### src/rtl/video_pkg.sv
// Shared video definitions: visible line width, FIFO word layout and
// line-buffer bank states.
package video_pkg;

    localparam int LINE_WIDTH = 256;

    localparam int X_MSB   = 32;
    localparam int X_LSB   = 24;
    localparam int RGB_MSB = 23;
    localparam int RGB_LSB = 0;
    localparam int X_W     = X_MSB - X_LSB + 1;
    localparam int FIFO_W  = X_MSB + 1;

    typedef enum logic [1:0] {
        BANK_FREE    = 2'd0,
        BANK_FILLING = 2'd1,
        BANK_FULL    = 2'd2
    } bank_state_e;

    function automatic logic [X_W-1:0] word_x(input logic [FIFO_W-1:0] word);
        return word[X_MSB:X_LSB];
    endfunction

    function automatic logic [RGB_MSB:0] word_rgb(input logic [FIFO_W-1:0] word);
        return word[RGB_MSB:RGB_LSB];
    endfunction

endpackage

### src/rtl/line_bank_state.sv
// FREE -> FILLING -> FULL -> FREE occupancy tracker for one line-buffer bank.
// The next state is exported so the controller can plan FIFO reads ahead.
module line_bank_state
    import video_pkg::*;
(
    input  logic        i_clk,
    input  logic        i_reset_n,
    input  logic        i_write,
    input  logic        i_write_last,
    input  logic        i_release,
    output bank_state_e o_state,
    output bank_state_e o_state_nxt
);

    bank_state_e r_state;
    bank_state_e w_state_nxt;

    // State register
    always_ff @(posedge i_clk or negedge i_reset_n) begin
        if (!i_reset_n) begin
            r_state <= BANK_FREE;
        end else begin
            r_state <= w_state_nxt;
        end
    end

    // Next-state decode
    always_comb begin
        w_state_nxt = r_state;
        case (r_state)
            BANK_FREE: begin
                if (i_write) begin
                    w_state_nxt = i_write_last ? BANK_FULL : BANK_FILLING;
                end else begin
                    w_state_nxt = BANK_FREE;
                end
            end
            BANK_FILLING: begin
                if (i_write_last) begin
                    w_state_nxt = BANK_FULL;
                end else begin
                    w_state_nxt = BANK_FILLING;
                end
            end
            BANK_FULL: begin
                if (i_release) begin
                    w_state_nxt = BANK_FREE;
                end else begin
                    w_state_nxt = BANK_FULL;
                end
            end
            default: w_state_nxt = BANK_FREE;
        endcase
    end

    assign o_state     = r_state;
    assign o_state_nxt = w_state_nxt;

endmodule

### src/rtl/line_buffer_controller.sv
// Drains the CDC pixel FIFO into a two-bank line buffer, checking the x
// sequence of every word and handing complete lines to the VGA side.
module line_buffer_controller
    import video_pkg::*;
#(
    parameter int LINE_WIDTH = video_pkg::LINE_WIDTH,
    parameter int ADDR_W     = 8
) (
    input  logic              i_clk_25mhz,
    input  logic              i_reset_n,
    input  logic              i_fifo_empty,
    input  logic              i_fifo_rd_rst_busy,
    input  logic [32:0]       i_fifo_data,
    output logic              o_fifo_rd_en,
    output logic              o_wr_en,
    output logic              o_wr_bank,
    output logic [ADDR_W-1:0] o_wr_addr,
    output logic [23:0]       o_wr_data,
    input  logic              i_line_done,
    output logic              o_line_ready,
    output logic              o_rd_bank,
    output logic [7:0]        o_sync_errors
);

    localparam logic [X_W-1:0]    X_LIMIT  = X_W'(LINE_WIDTH);
    localparam logic [ADDR_W-1:0] LAST_X   = ADDR_W'(LINE_WIDTH - 1);
    localparam logic [ADDR_W-1:0] ADDR_ONE = ADDR_W'(1);
    localparam logic [ADDR_W-1:0] ADDR_ZERO = {ADDR_W{1'b0}};

    logic              r_fifo_rd_en, r_valid, r_wr_ptr, r_rd_bank;
    logic              r_wr_en, r_wr_bank, r_line_ready;
    logic [ADDR_W-1:0] r_expected, r_wr_addr;
    logic [23:0]       r_wr_data;
    logic [7:0]        r_sync_errors;

    logic [X_W-1:0]    w_x;
    logic [23:0]       w_rgb;
    logic [ADDR_W-1:0] w_x_addr, w_exp_nxt, w_wr_addr_nxt;
    logic [23:0]       w_wr_data_nxt;
    logic [7:0]        w_err_cnt_nxt;
    logic              w_wr_en_nxt, w_err, w_line_last, w_done, w_pop_now;
    logic              w_wr_ptr_nxt, w_rd_bank_nxt, w_rd_en_nxt, w_line_ready_nxt;
    bank_state_e       w_state0, w_state1, w_state0_nxt, w_state1_nxt;
    bank_state_e       w_cur_state, w_next_wr_state, w_next_rd_state;

    assign w_x      = word_x(i_fifo_data);
    assign w_rgb    = word_rgb(i_fifo_data);
    assign w_x_addr = w_x[ADDR_W-1:0];

    // A FULL write bank never receives data; the read planner keeps that from happening.
    assign w_cur_state = r_wr_ptr ? w_state1 : w_state0;

    // Classify the captured word: in-sequence write, restart at x=0, discard or error
    always_comb begin
        w_wr_en_nxt   = 1'b0;
        w_wr_addr_nxt = r_wr_addr;
        w_wr_data_nxt = r_wr_data;
        w_exp_nxt     = r_expected;
        w_err         = 1'b0;
        w_line_last   = 1'b0;
        if (r_valid && (w_cur_state != BANK_FULL)) begin
            if (w_x >= X_LIMIT) begin
                w_err = 1'b0;
            end else if (w_x_addr == r_expected) begin
                w_wr_en_nxt   = 1'b1;
                w_wr_addr_nxt = w_x_addr;
                w_wr_data_nxt = w_rgb;
                if (r_expected == LAST_X) begin
                    w_line_last = 1'b1;
                    w_exp_nxt   = ADDR_ZERO;
                end else begin
                    w_exp_nxt   = r_expected + ADDR_ONE;
                end
            end else if (w_x_addr == ADDR_ZERO) begin
                w_wr_en_nxt   = 1'b1;
                w_wr_addr_nxt = ADDR_ZERO;
                w_wr_data_nxt = w_rgb;
                w_exp_nxt     = ADDR_ONE;
                w_err         = 1'b1;
            end else begin
                w_err = 1'b1;
            end
        end else begin
            w_wr_en_nxt = 1'b0;
        end
    end

    line_bank_state u_bank0 (
        .i_clk        (i_clk_25mhz),
        .i_reset_n    (i_reset_n),
        .i_write      (w_wr_en_nxt & ~r_wr_ptr),
        .i_write_last (w_line_last & ~r_wr_ptr),
        .i_release    (w_done & ~r_rd_bank),
        .o_state      (w_state0),
        .o_state_nxt  (w_state0_nxt)
    );

    line_bank_state u_bank1 (
        .i_clk        (i_clk_25mhz),
        .i_reset_n    (i_reset_n),
        .i_write      (w_wr_en_nxt & r_wr_ptr),
        .i_write_last (w_line_last & r_wr_ptr),
        .i_release    (w_done & r_rd_bank),
        .o_state      (w_state1),
        .o_state_nxt  (w_state1_nxt)
    );

    assign w_done          = i_line_done & r_line_ready;
    assign w_wr_ptr_nxt    = r_wr_ptr ^ w_line_last;
    assign w_rd_bank_nxt   = r_rd_bank ^ w_done;
    assign w_next_wr_state = w_wr_ptr_nxt ? w_state1_nxt : w_state0_nxt;
    assign w_next_rd_state = w_rd_bank_nxt ? w_state1_nxt : w_state0_nxt;
    assign w_pop_now       = r_fifo_rd_en & ~i_fifo_empty & ~i_fifo_rd_rst_busy;

    // The strobe is registered, so plan one word ahead: hold off when the word
    // now leaving the FIFO could be the one that fills the bank.
    assign w_rd_en_nxt = ~i_fifo_empty & ~i_fifo_rd_rst_busy
                       & (w_next_wr_state != BANK_FULL)
                       & ~(w_pop_now & (w_exp_nxt == LAST_X));

    assign w_line_ready_nxt = (w_next_rd_state == BANK_FULL);
    assign w_err_cnt_nxt    = (w_err && (r_sync_errors != 8'hFF)) ? (r_sync_errors + 8'd1)
                                                                  : r_sync_errors;

    // Pipeline, pointers and all output registers
    always_ff @(posedge i_clk_25mhz or negedge i_reset_n) begin
        if (!i_reset_n) begin
            r_fifo_rd_en  <= 1'b0;
            r_valid       <= 1'b0;
            r_expected    <= ADDR_ZERO;
            r_wr_ptr      <= 1'b0;
            r_rd_bank     <= 1'b0;
            r_wr_en       <= 1'b0;
            r_wr_bank     <= 1'b0;
            r_wr_addr     <= ADDR_ZERO;
            r_wr_data     <= 24'd0;
            r_line_ready  <= 1'b0;
            r_sync_errors <= 8'd0;
        end else begin
            r_fifo_rd_en  <= w_rd_en_nxt;
            r_valid       <= w_pop_now;
            r_expected    <= w_exp_nxt;
            r_wr_ptr      <= w_wr_ptr_nxt;
            r_rd_bank     <= w_rd_bank_nxt;
            r_wr_en       <= w_wr_en_nxt;
            r_wr_bank     <= w_wr_en_nxt ? r_wr_ptr : r_wr_bank;
            r_wr_addr     <= w_wr_addr_nxt;
            r_wr_data     <= w_wr_data_nxt;
            r_line_ready  <= w_line_ready_nxt;
            r_sync_errors <= w_err_cnt_nxt;
        end
    end

    assign o_fifo_rd_en  = r_fifo_rd_en;
    assign o_wr_en       = r_wr_en;
    assign o_wr_bank     = r_wr_bank;
    assign o_wr_addr     = r_wr_addr;
    assign o_wr_data     = r_wr_data;
    assign o_line_ready  = r_line_ready;
    assign o_rd_bank     = r_rd_bank;
    assign o_sync_errors = r_sync_errors;

endmodule

### config.mk
export PLATFORM = sky130hd
export DESIGN_NAME = line_buffer_controller
export DESIGN_NICKNAME = d
export VERILOG_FILES = /design/src/rtl/video_pkg.sv /design/src/rtl/line_bank_state.sv /design/src/rtl/line_buffer_controller.sv
export SDC_FILE = /design/constraint.sdc
export NUM_CORES = 1
export LEC_CHECK = 0
export CAP_MARGIN = 0
export CORE_UTILIZATION = 30
export CTS_BUF_LIST = sky130_fd_sc_hd__clkbuf_8
export CTS_CLUSTER_DIAMETER = 50
export DETAILED_ROUTE_END_ITERATION = 10
export PLACE_DENSITY = 0.56
export RECOVER_POWER = 25
export SLEW_MARGIN = 10
export SYNTH_ARGS = -nofsm -noshare
export SYNTH_HDL_FRONTEND = slang
export SYNTH_SLANG_ARGS = --single-unit
export TNS_END_PERCENT = 100
### constraint.sdc
create_clock -name i_clk_25mhz -period 2.48 [get_ports i_clk_25mhz]
set_input_delay 0.248 -clock i_clk_25mhz [delete_from_list [all_inputs] [get_ports i_clk_25mhz]]
set_output_delay 0.248 -clock i_clk_25mhz [all_outputs]
set_load 0.02 [all_outputs]
==> out/qor.yml <==
first_pass_iters: 9
total_power_mw: 2.45
rr_worst_depth: 11
routabilityCongestion: 0.782
timing.final.crit_period_ns: 2.39
end_kind: "flop"
setup.worst_path.start_class: "flop"
clockBufferDepth: 2
fmax_ghz: 0.418
path_clk_slew_ns: 0.07
rows: 34
rsz0062_at_grt: "true"
synthDistinctLibCells: 52
hold_violations: 0
yosysSeqAreaShare: 0.529
routed_via_density: 4.62
drtIter0Drc: 68
drt_wl_total_um: 6600
drc: 5
syn_inst: 236
crit-reg2reg-capture: "o_fifo_rd_en"
cts_tree: "built"
final_design_area_no_fill_um2: 4340
globalRouteTotalUtil: 0.147
cp-startpoint: "r_wr_ptr"
synth-seq-cells: 59
die_w_um: 98.5
postRouteAntennaNets: 0
tightest_slew_ns: 1.48
syn_to_final_growth_pct: 55.6
grt_max_degree: 60
die-area_um2: 9690
report.final.slew_viol_count: 0
critPathMaxFanout: 2
wl_per_cell_um: 13.5
p_per_area_nw_per_um2: 563
finalWorstSetupSlack_ns: 0.0858
htreeDepth: 3
finish.utilization: 0.491
start_util: 0.315
worst_path_max_delay_cell: "or3b_4"
layout-drive-gt1-share: 0.308
leakagePower_nw: 2.05
async_reset_ff_frac: 1.00
final_nets: 419
clock_sinks: 59
critPathMaxStageDelay_ns: 0.40
yosysWarnings: 0
synth_area_um2: 2790
vias: 2254
slew_headroom: 0.0132
core_um2: 8850
fillCellCount: 827
finClkSkew_ns: 0.0107
status: "finished with violations"
violations: "design-rule violations"
cts_root_buf: "clkbuf_8"
antennaDiodeCount: 0
synth_nets: 280
grt_pass1_wl_um: 11100
grt_pass1_vias: 2322
worstPathCellList: "or3b_4 > and4b_2 > nand3_4 > nor2_4 > buf_4 > ha_2 > nand3b_1 > o21ai_1 > a31o_2 > a2111o_1 > a21oi_2"
numPortBuffers: 82
ioPinCount: 83
vdd_drop_max_uv: 324
numCtsBuffers: 9
cp.arrival_ns: 2.65
path_class: "flop to flop"
r2r-start: "r_wr_ptr"
cap_violations: 0
finalSetupViolCount: 0
die_h_um: 98.5
cp.required_ns: 2.74
antenna_found_initial: 0
hp-class: "input port to asynchronous set/reset pin"
place_hpwl_um: 4770
worstSkewPairLatency_ns: 0.34
pre_cts_ws_ns: -0.252
gr-total-overflow: 0
synth_ff_type: "dfrtp_1"
finalCritPeriodShare: 0.965
dpl_cell_area_um2: 4060
synth_enable_flop_cells: 0
fin_tns_setup_ns: 0
syn_area_per_cell_um2: 11.8
final_common_cell: "clkdlybuf4s50_1"
reg2reg_slack_ns: 0.09
final_cell_mix: "clkdlybuf4s50_1, dfrtp_1, buf_4, nand2_1, mux2_2"
==> power breakdown <==
group	internal, mW	switching (mW)	total (mW)
sequential	1.01	0.0425	1.06
clock	0.595	0.405	1.00
combinational	0.221	0.168	0.389
==> kinds of logic (layout without fill, tap and decap cells) <==
group,Yosys count,in the layout,synth area share
fa+ha+maj,6,6,0.0269
simple gates,87,87,0.185
buf+inv,14,158,0.0300
xor+xnor,16,16,0.0529
compound gates,27,27,0.0681
flops,59,59,0.529
mux,27,27,0.108
==> registers in the layout, summed over array words and instances, names as in the netlist <==
signal,flops
o_wr_data,24
o_sync_errors,8
o_wr_addr,8
r_expected,8
u_bank0.o_state,2
u_bank1.o_state,2
o_fifo_rd_en,1
o_line_ready,1
o_rd_bank,1
o_wr_bank,1
o_wr_en,1
r_valid,1
r_wr_ptr,1
==> cells in the mapped netlist, drive strengths merged, types with 2 or more instances <==
library cell  instances  area, µm²
nor2b                 2       12.5
inv                   8       30.0
buf                   6       53.8
a21o                  2       15.0
nand2b                2       12.5
nand3b                2       15.0
nor3                  5       30.0
xnor2                 6       52.6
nor3b                 2       15.0
and2                  3       21.3
nor4                  4       55.1
and4                  2       17.5
and3                  4       30.0
nand2                30        113
or2                   2       12.5
o21ai                 7       35.0
xor2                 10       95.1
a21oi                 6       33.8
nand3                14       80.1
and4b                 2       20.0
mux2                 26        293
nand4                 3       18.8
dfrtp                59       1480
ha                    6       75.1
nor2                  6       25.0
==> metrics by stage <==
step | hold slack, ns | cells
floorplan | -0.0476 | 236
global placement | 0.462 | 469
detailed placement | 0.466 | 469
CTS | 0.104 | 486
global route | 0.496 | 488
finish | 0.350 | 488
==> worst max-delay path by stage <==
stage / to / slack, ns
finish: o_fifo_rd_en / 0.09
floorplan: o_fifo_rd_en / 0.01
CTS: o_fifo_rd_en / 0.01
global placement: o_fifo_rd_en / -0.28
global route: o_fifo_rd_en / -0.03
detailed placement: o_fifo_rd_en / -0.25
==> layout make-up <==
cell class / instances / area (µm²) / area share
multi-input combinational: 163 / 1270 / 0.292
sequential: 59 / 1480 / 0.340
clock inverter: 6 / 87.6 / 0.0202
timing repair buffer: 134 / 1210 / 0.278
clock buffer: 10 / 138 / 0.0317
tap: 108 / 135 / 0.0311
inverter: 8 / 30.0 / 0.00691
==> repair_timing <==
action,4_1_cts,5_1_grt
setup endpoints to repair,1,2
hold buffers,0,0
gates resized for setup,1,11
pin swaps,1,7
setup buffers,1,2
==> per-layer routing <==
metal  routed length (µm)  GRT usage
met4                   66     0.0597
met1                 3190      0.201
met2                 2970      0.225
met5                    0          0
met3                  366     0.0333
==> critical path: cells and delay by family (launching register included) <==
kind | cells | cell delay (ns)
AO/OA/AOI/OAI | 4 | 0.75
buffers and inverters | 1 | 0.12
adder cells (fa/ha/maj) | 1 | 0.16
AND/OR/NAND/NOR | 5 | 0.90
flip-flops | 1 | 0.38
No activity file was read; power rests on OpenSTA's default activity.
